File: config.mk
export PLATFORM = sky130hd
export DESIGN_NAME = sum_loop_engine
export DESIGN_NICKNAME = d
export VERILOG_FILES = /design/src/rtl/sum_loop_engine.sv
export SDC_FILE = /design/constraint.sdc
export NUM_CORES = 1
export LEC_CHECK = 0
export CAP_MARGIN = 25
export CORE_MARGIN = 3
export CORE_UTILIZATION = 40
export CTS_CLUSTER_DIAMETER = 50
export CTS_CLUSTER_SIZE = 25
export DETAILED_ROUTE_END_ITERATION = 10
export GPL_TIMING_DRIVEN = 0
export SETUP_SLACK_MARGIN = 0.4
export SLEW_MARGIN = 20
export SYNTH_ARGS = -nofsm -noshare
export SYNTH_HDL_FRONTEND = slang
export SYNTH_SLANG_ARGS = --single-unit
export TNS_END_PERCENT = 100
File: constraint.sdc
create_clock -name clk -period 7.75 [get_ports clk]
set_input_delay 1.9375 -clock clk [delete_from_list [all_inputs] [get_ports clk]]
set_output_delay 1.9375 -clock clk [all_outputs]
set_load 0.01 [all_outputs]
File: src/rtl/sum_loop_engine.sv
// Self-sequenced accumulator: sums i = 1, 1+step, 1+2*step, ... while i <= limit,
// using a small register file, one adder, one comparator and a start/done handshake.
module sum_loop_engine #(
  parameter int DATA_W = 8,
  parameter int REG_N  = 4,
  localparam int AW    = $clog2(REG_N)
) (
  input  logic              clk,
  input  logic              reset,
  input  logic              start,
  input  logic [DATA_W-1:0] limit,
  input  logic [DATA_W-1:0] step,
  input  logic [AW-1:0]     dbg_raddr,
  output logic [DATA_W-1:0] dbg_rdata,
  output logic              busy,
  output logic              done,
  output logic [DATA_W-1:0] outport,
  output logic              ovf
);

  localparam logic [2:0] S_IDLE   = 3'd0;
  localparam logic [2:0] S_INIT_I = 3'd1;
  localparam logic [2:0] S_INIT_S = 3'd2;
  localparam logic [2:0] S_INIT_T = 3'd3;
  localparam logic [2:0] S_CMP    = 3'd4;
  localparam logic [2:0] S_ADD    = 3'd5;
  localparam logic [2:0] S_INC    = 3'd6;
  localparam logic [2:0] S_DONE   = 3'd7;

  localparam logic [AW-1:0] A_ZERO = AW'(0);
  localparam logic [AW-1:0] A_I    = AW'(1);
  localparam logic [AW-1:0] A_SUM  = AW'(2);
  localparam logic [AW-1:0] A_STEP = AW'(3);

  localparam logic [1:0] WSEL_ADD  = 2'd0;
  localparam logic [1:0] WSEL_ONE  = 2'd1;
  localparam logic [1:0] WSEL_STEP = 2'd2;

  logic [2:0]        state_q, state_d;
  logic [DATA_W-1:0] lim_q;
  logic [DATA_W-1:0] stepp_q;
  logic              ovf_s_q;
  logic              iwrap_q;
  logic              done_q;
  logic [DATA_W-1:0] out_q;
  logic              ovf_q;

  logic [DATA_W-1:0] rf_q [REG_N];
  logic [REG_N-1:0]  we;

  logic              wr_en;
  logic [AW-1:0]     wr_addr;
  logic [1:0]        wr_sel;
  logic [DATA_W-1:0] wr_data;
  logic [AW-1:0]     rd_a, rd_b;
  logic [DATA_W-1:0] op_a, op_b;
  logic [DATA_W:0]   add_full;
  logic              carry;
  logic              in_range;

  assign op_a     = rf_q[rd_a];
  assign op_b     = rf_q[rd_b];
  assign add_full = {1'b0, op_a} + {1'b0, op_b};
  assign carry    = add_full[DATA_W];
  assign in_range = (rf_q[A_I] <= lim_q) && !iwrap_q;

  // Sequencer: one register-file write per state, operands picked by address.
  always_comb begin
    state_d = state_q;
    wr_en   = 1'b0;
    wr_addr = A_ZERO;
    wr_sel  = WSEL_ADD;
    rd_a    = A_ZERO;
    rd_b    = A_ZERO;
    case (state_q)
      S_IDLE:   if (start) state_d = S_INIT_I;
      S_INIT_I: begin
        wr_en = 1'b1; wr_addr = A_I; wr_sel = WSEL_ONE;
        state_d = S_INIT_S;
      end
      S_INIT_S: begin
        wr_en = 1'b1; wr_addr = A_SUM; wr_sel = WSEL_ADD;
        state_d = S_INIT_T;
      end
      S_INIT_T: begin
        wr_en = 1'b1; wr_addr = A_STEP; wr_sel = WSEL_STEP;
        state_d = S_CMP;
      end
      S_CMP:    state_d = in_range ? S_ADD : S_DONE;
      S_ADD: begin
        rd_a = A_SUM; rd_b = A_I;
        wr_en = 1'b1; wr_addr = A_SUM; wr_sel = WSEL_ADD;
        state_d = S_INC;
      end
      S_INC: begin
        rd_a = A_I; rd_b = A_STEP;
        wr_en = 1'b1; wr_addr = A_I; wr_sel = WSEL_ADD;
        state_d = S_CMP;
      end
      S_DONE:   state_d = S_IDLE;
      default:  state_d = S_IDLE;
    endcase
  end

  always_comb begin
    case (wr_sel)
      WSEL_ONE:  wr_data = DATA_W'(1);
      WSEL_STEP: wr_data = stepp_q;
      default:   wr_data = add_full[DATA_W-1:0];
    endcase
  end

  // Entry 0 never gets a write enable, so it stays at its reset value of zero.
  generate
    for (genvar gi = 0; gi < REG_N; gi++) begin : g_we
      if (gi == 0) begin : g_zero
        assign we[gi] = 1'b0;
      end else begin : g_wr
        assign we[gi] = wr_en && (wr_addr == AW'(gi));
      end
    end
  endgenerate

  always_ff @(posedge clk) begin
    for (int k = 0; k < REG_N; k++) begin
      if (reset) begin
        rf_q[k] <= '0;
      end else if (we[k]) begin
        rf_q[k] <= wr_data;
      end
    end
  end

  always_ff @(posedge clk) begin
    if (reset) begin
      state_q <= S_IDLE;
      lim_q   <= '0;
      stepp_q <= '0;
      ovf_s_q <= 1'b0;
      iwrap_q <= 1'b0;
      done_q  <= 1'b0;
      out_q   <= '0;
      ovf_q   <= 1'b0;
    end else begin
      state_q <= state_d;
      done_q  <= (state_q == S_DONE);
      if (state_q == S_IDLE && start) begin
        lim_q   <= limit;
        stepp_q <= (step == '0) ? DATA_W'(1) : step;
        ovf_s_q <= 1'b0;
        iwrap_q <= 1'b0;
      end
      if (state_q == S_ADD) ovf_s_q <= ovf_s_q | carry;
      // A carry out of i means it wrapped past zero; stop rather than loop forever.
      if (state_q == S_INC) iwrap_q <= carry;
      if (state_q == S_DONE) begin
        out_q <= rf_q[A_SUM];
        ovf_q <= ovf_s_q;
      end
    end
  end

  always_comb begin
    dbg_rdata = '0;
    if (dbg_raddr != A_ZERO && int'(dbg_raddr) < REG_N) dbg_rdata = rf_q[dbg_raddr];
  end

  assign busy    = (state_q != S_IDLE);
  assign done    = done_q;
  assign outport = out_q;
  assign ovf     = ovf_q;

endmodule
==> run_results.csv <==
group,metric,value,unit
outcome,status,"finished clean",
floorplan,die-width,94.5,microns
timing,rsz0062_at_grt,"no",
critical_path,cp-startpoint,"dbg_raddr[1]",
clocking,cts_root_buffer,"clkbuf_8",
clocking,cts_resized,0,
route,viasPerCell,5.47,
timing,period_share,0.711,
timing,slew_violations,0,
floorplan,core_area,7410,sq um
min_path,worstHoldStart,"lim_q[1]",
critical_path,max_stage_delay,0.53,ns
synthesis,synth-seq-cells,55,
clocking,hold_buffers,0,
finish,antennaDiodeCount,0,
global_route,grt-ovfl-total,0,
global_route,grt_usage,0.185,
critical_path,path_max_fanout,10,
global_route,antenna_found_initial,0,
floorplan,dieArea,8930,sq um
clocking,cts_buffer_depth,2,
timing,skew,0.00624,ns
route,routed_wl,7940,microns
route,dr.pass1.iters,5,
clocking,clk_pin_slew,0.10,ns
finish,areaGrowthSynthToFinish,18.6,%
placed_design,place.gp.congestion,0.891,
global_route,grt_pass1_wl,12500,microns
timing,slew-limit-headroom,0.396,
run,drv_cap,0,
route,dr.first_iter.drc_count,102,
synthesis,synth_nets,375,
pwr,leakage,1.40,nW
pwr,ir_drop,0.0000757,V
floorplan,ios,40,
global_route,grt_pass1_vias,2421,
critical_path,crit-reg2reg-launch,"state_q[2]",
placed_design,hpwl,6080,microns
clocking,cts_tree,"built",
placed_design,io_buffers,37,
synthesis,synth_area,3130,sq um
critical_path,start_kind,"primary input",
critical_path,crit_top_cell,"clkbuf_1",
clocking,clock-sinks,55,
critical_path,worst_ep_arrival_time,3.57,ns
timing,fmaxAchievable,182,MHz
pwr,total_power,603,uW
clocking,clk_latency,0.31,ns
synthesis,netlist.top_cell.by_area,"edfxtp_1",
floorplan,row_count,31,
synthesis,async_flop_share,0,
timing,tightestPinTransition,0.902,ns
synthesis,syn_avg_cell_area,9.36,sq um
clocking,cts_made_buffers,5,
global_route,grt_max_degree,16,
floorplan,initial_core_util,0.423,
critical_path,cp_data_required_time,5.81,ns
critical_path,crit_type,"in2out",
route,ant_nets,0,
pwr,power_density,162,nW/um^2
synthesis,ys_types,52,
critical_path,cpMaxStageDelayCell,"clkdlybuf4s50_1",
synthesis,yosysMostFrequentCell,"nand2_1",
synthesis,netlist_instances,335,
clocking,cts.htree.levels,2,
timing,fin_crit,5.51,ns
synthesis,synthTopCellsByArea,"edfxtp_1, dfxtp_1, a22o_1",
route,drc,0,
floorplan,die_h,94.5,microns
synthesis,seq_area_frac_synth,0.428,
route,via_count,2620,
route,avgRoutedWirePerCell,16.6,microns
synthesis,ys.flop_type,"dfxtp_1",
critical_path,end_kind,"output port",
timing,tns,0,ns
synthesis,synth_common_cells,"nand2_1, a22o_1, dfxtp_1, nor2_1, a21oi_1",
min_path,holdCritPathClass,"reg2reg",
finish,drive_gt1_frac,0.0895,
critical_path,reg2reg_slack,4.28,ns
finish,nNetsFinal,419,
timing,finalSetupViolCount,0,
synthesis,synth-edff-count,24,
critical_path,crit_chain,"clkbuf_1 > nor2b_1 > clkbuf_1 > a22o_1 > clkdlybuf4s50_1",
timing,final_hold_viol_count,0,
clocking,cts_setup_buffers,0,
synthesis,ys_warn_count,0,
synthesis,synth_top_area_share,0.230,
==> registers in the layout, summed over array words and instances (netlist names) <==
register	count
rf_q	24
lim_q	8
outport	8
stepp_q	8
state_q	3
done	1
iwrap_q	1
ovf	1
ovf_s_q	1
==> cells in the final DEF (no fill, tap or decap), types with 2 or more instances in the layout <==
master	count
edfxtp_1	24
clkbuf_8	5
nand4_1	2
nand3_1	5
nand2b_1	4
nand2_1	44
buf_6	2
a211oi_1	6
and2_1	4
nor3b_1	3
nor2b_1	4
or3_1	4
buf_4	2
ha_1	18
a21oi_1	28
o22ai_1	2
mux2_2	8
nor3_1	3
inv_1	16
o21ai_0	9
o311ai_1	2
nor2_1	31
clkbuf_1	11
and3b_1	3
a22o_1	33
a211o_1	2
nand3b_1	2
a21o_1	2
dfxtp_1	31
buf_2	8
clkdlybuf4s50_1	37
==> where the power goes <==
group | internal, mW | total, mW | switching, mW
Combinational | 0.0507 | 0.113 | 0.0628
Clock | 0.0637 | 0.156 | 0.0919
Sequential | 0.320 | 0.333 | 0.0133
==> critical path, delay by kind of cell <==
kind	cells	cell delay, ns
AOI/OAI and AO/OA	1	0.21
and+or+nand+nor	1	0.19
buffers and inverters	3	1.22
==> metal layers <==
metal / share of wire / up-vias / track usage
met4: 0.012 / 0 / 0.0469
met3: 0.028 / 8 / 0.0191
met5: 0 / - / 0
li1: - / 1303 / -
met2: 0.47 / 44 / 0.295
met1: 0.49 / 1265 / 0.268
==> final cells by class <==
type	instances	area, sq um
plain buffers	22	115
clock buffers	7	76.3
clock inverters	1	5.00
fillers	726	3690
inverters	16	60.1
multi-input cells	242	1620
flip-flops and latches	55	1340
well taps	99	124
repair buffers	37	370
==> cell families after synthesis <==
family	after synthesis	synth area share
simple gates	118	0.184
compound gates	97	0.225
flops	55	0.428
buf+inv	38	0.0559
fa+ha+maj	19	0.0782
mux	8	0.0287
==> per-stage QoR <==
step / cell area, sq um / utilization / setup WS [ns] / std cells / hold slack, ns
2_1_floorplan: 3130 / - / 2.97 / 335 / 0.425
3_3_place_gp: 3630 / 0.490 / 2.21 / 471 / 0.439
3_5_place_dp: 3630 / 0.491 / 2.22 / 471 / 0.443
4_1_cts: 3720 / 0.502 / 2.22 / 479 / 0.461
5_1_grt: 3720 / 0.502 / 2.05 / 479 / 0.484
6_report: 3720 / 0.502 / 2.24 / 479 / 0.459
==> worst paths after layout <==
check | to | cells after the start
min reg2reg | lim_q[1] | 2
max reg2reg | rf_q[2][6] | 13
min | lim_q[1] | 2
max | dbg_rdata[4] | 5
(Power assumes the default switching activity.)
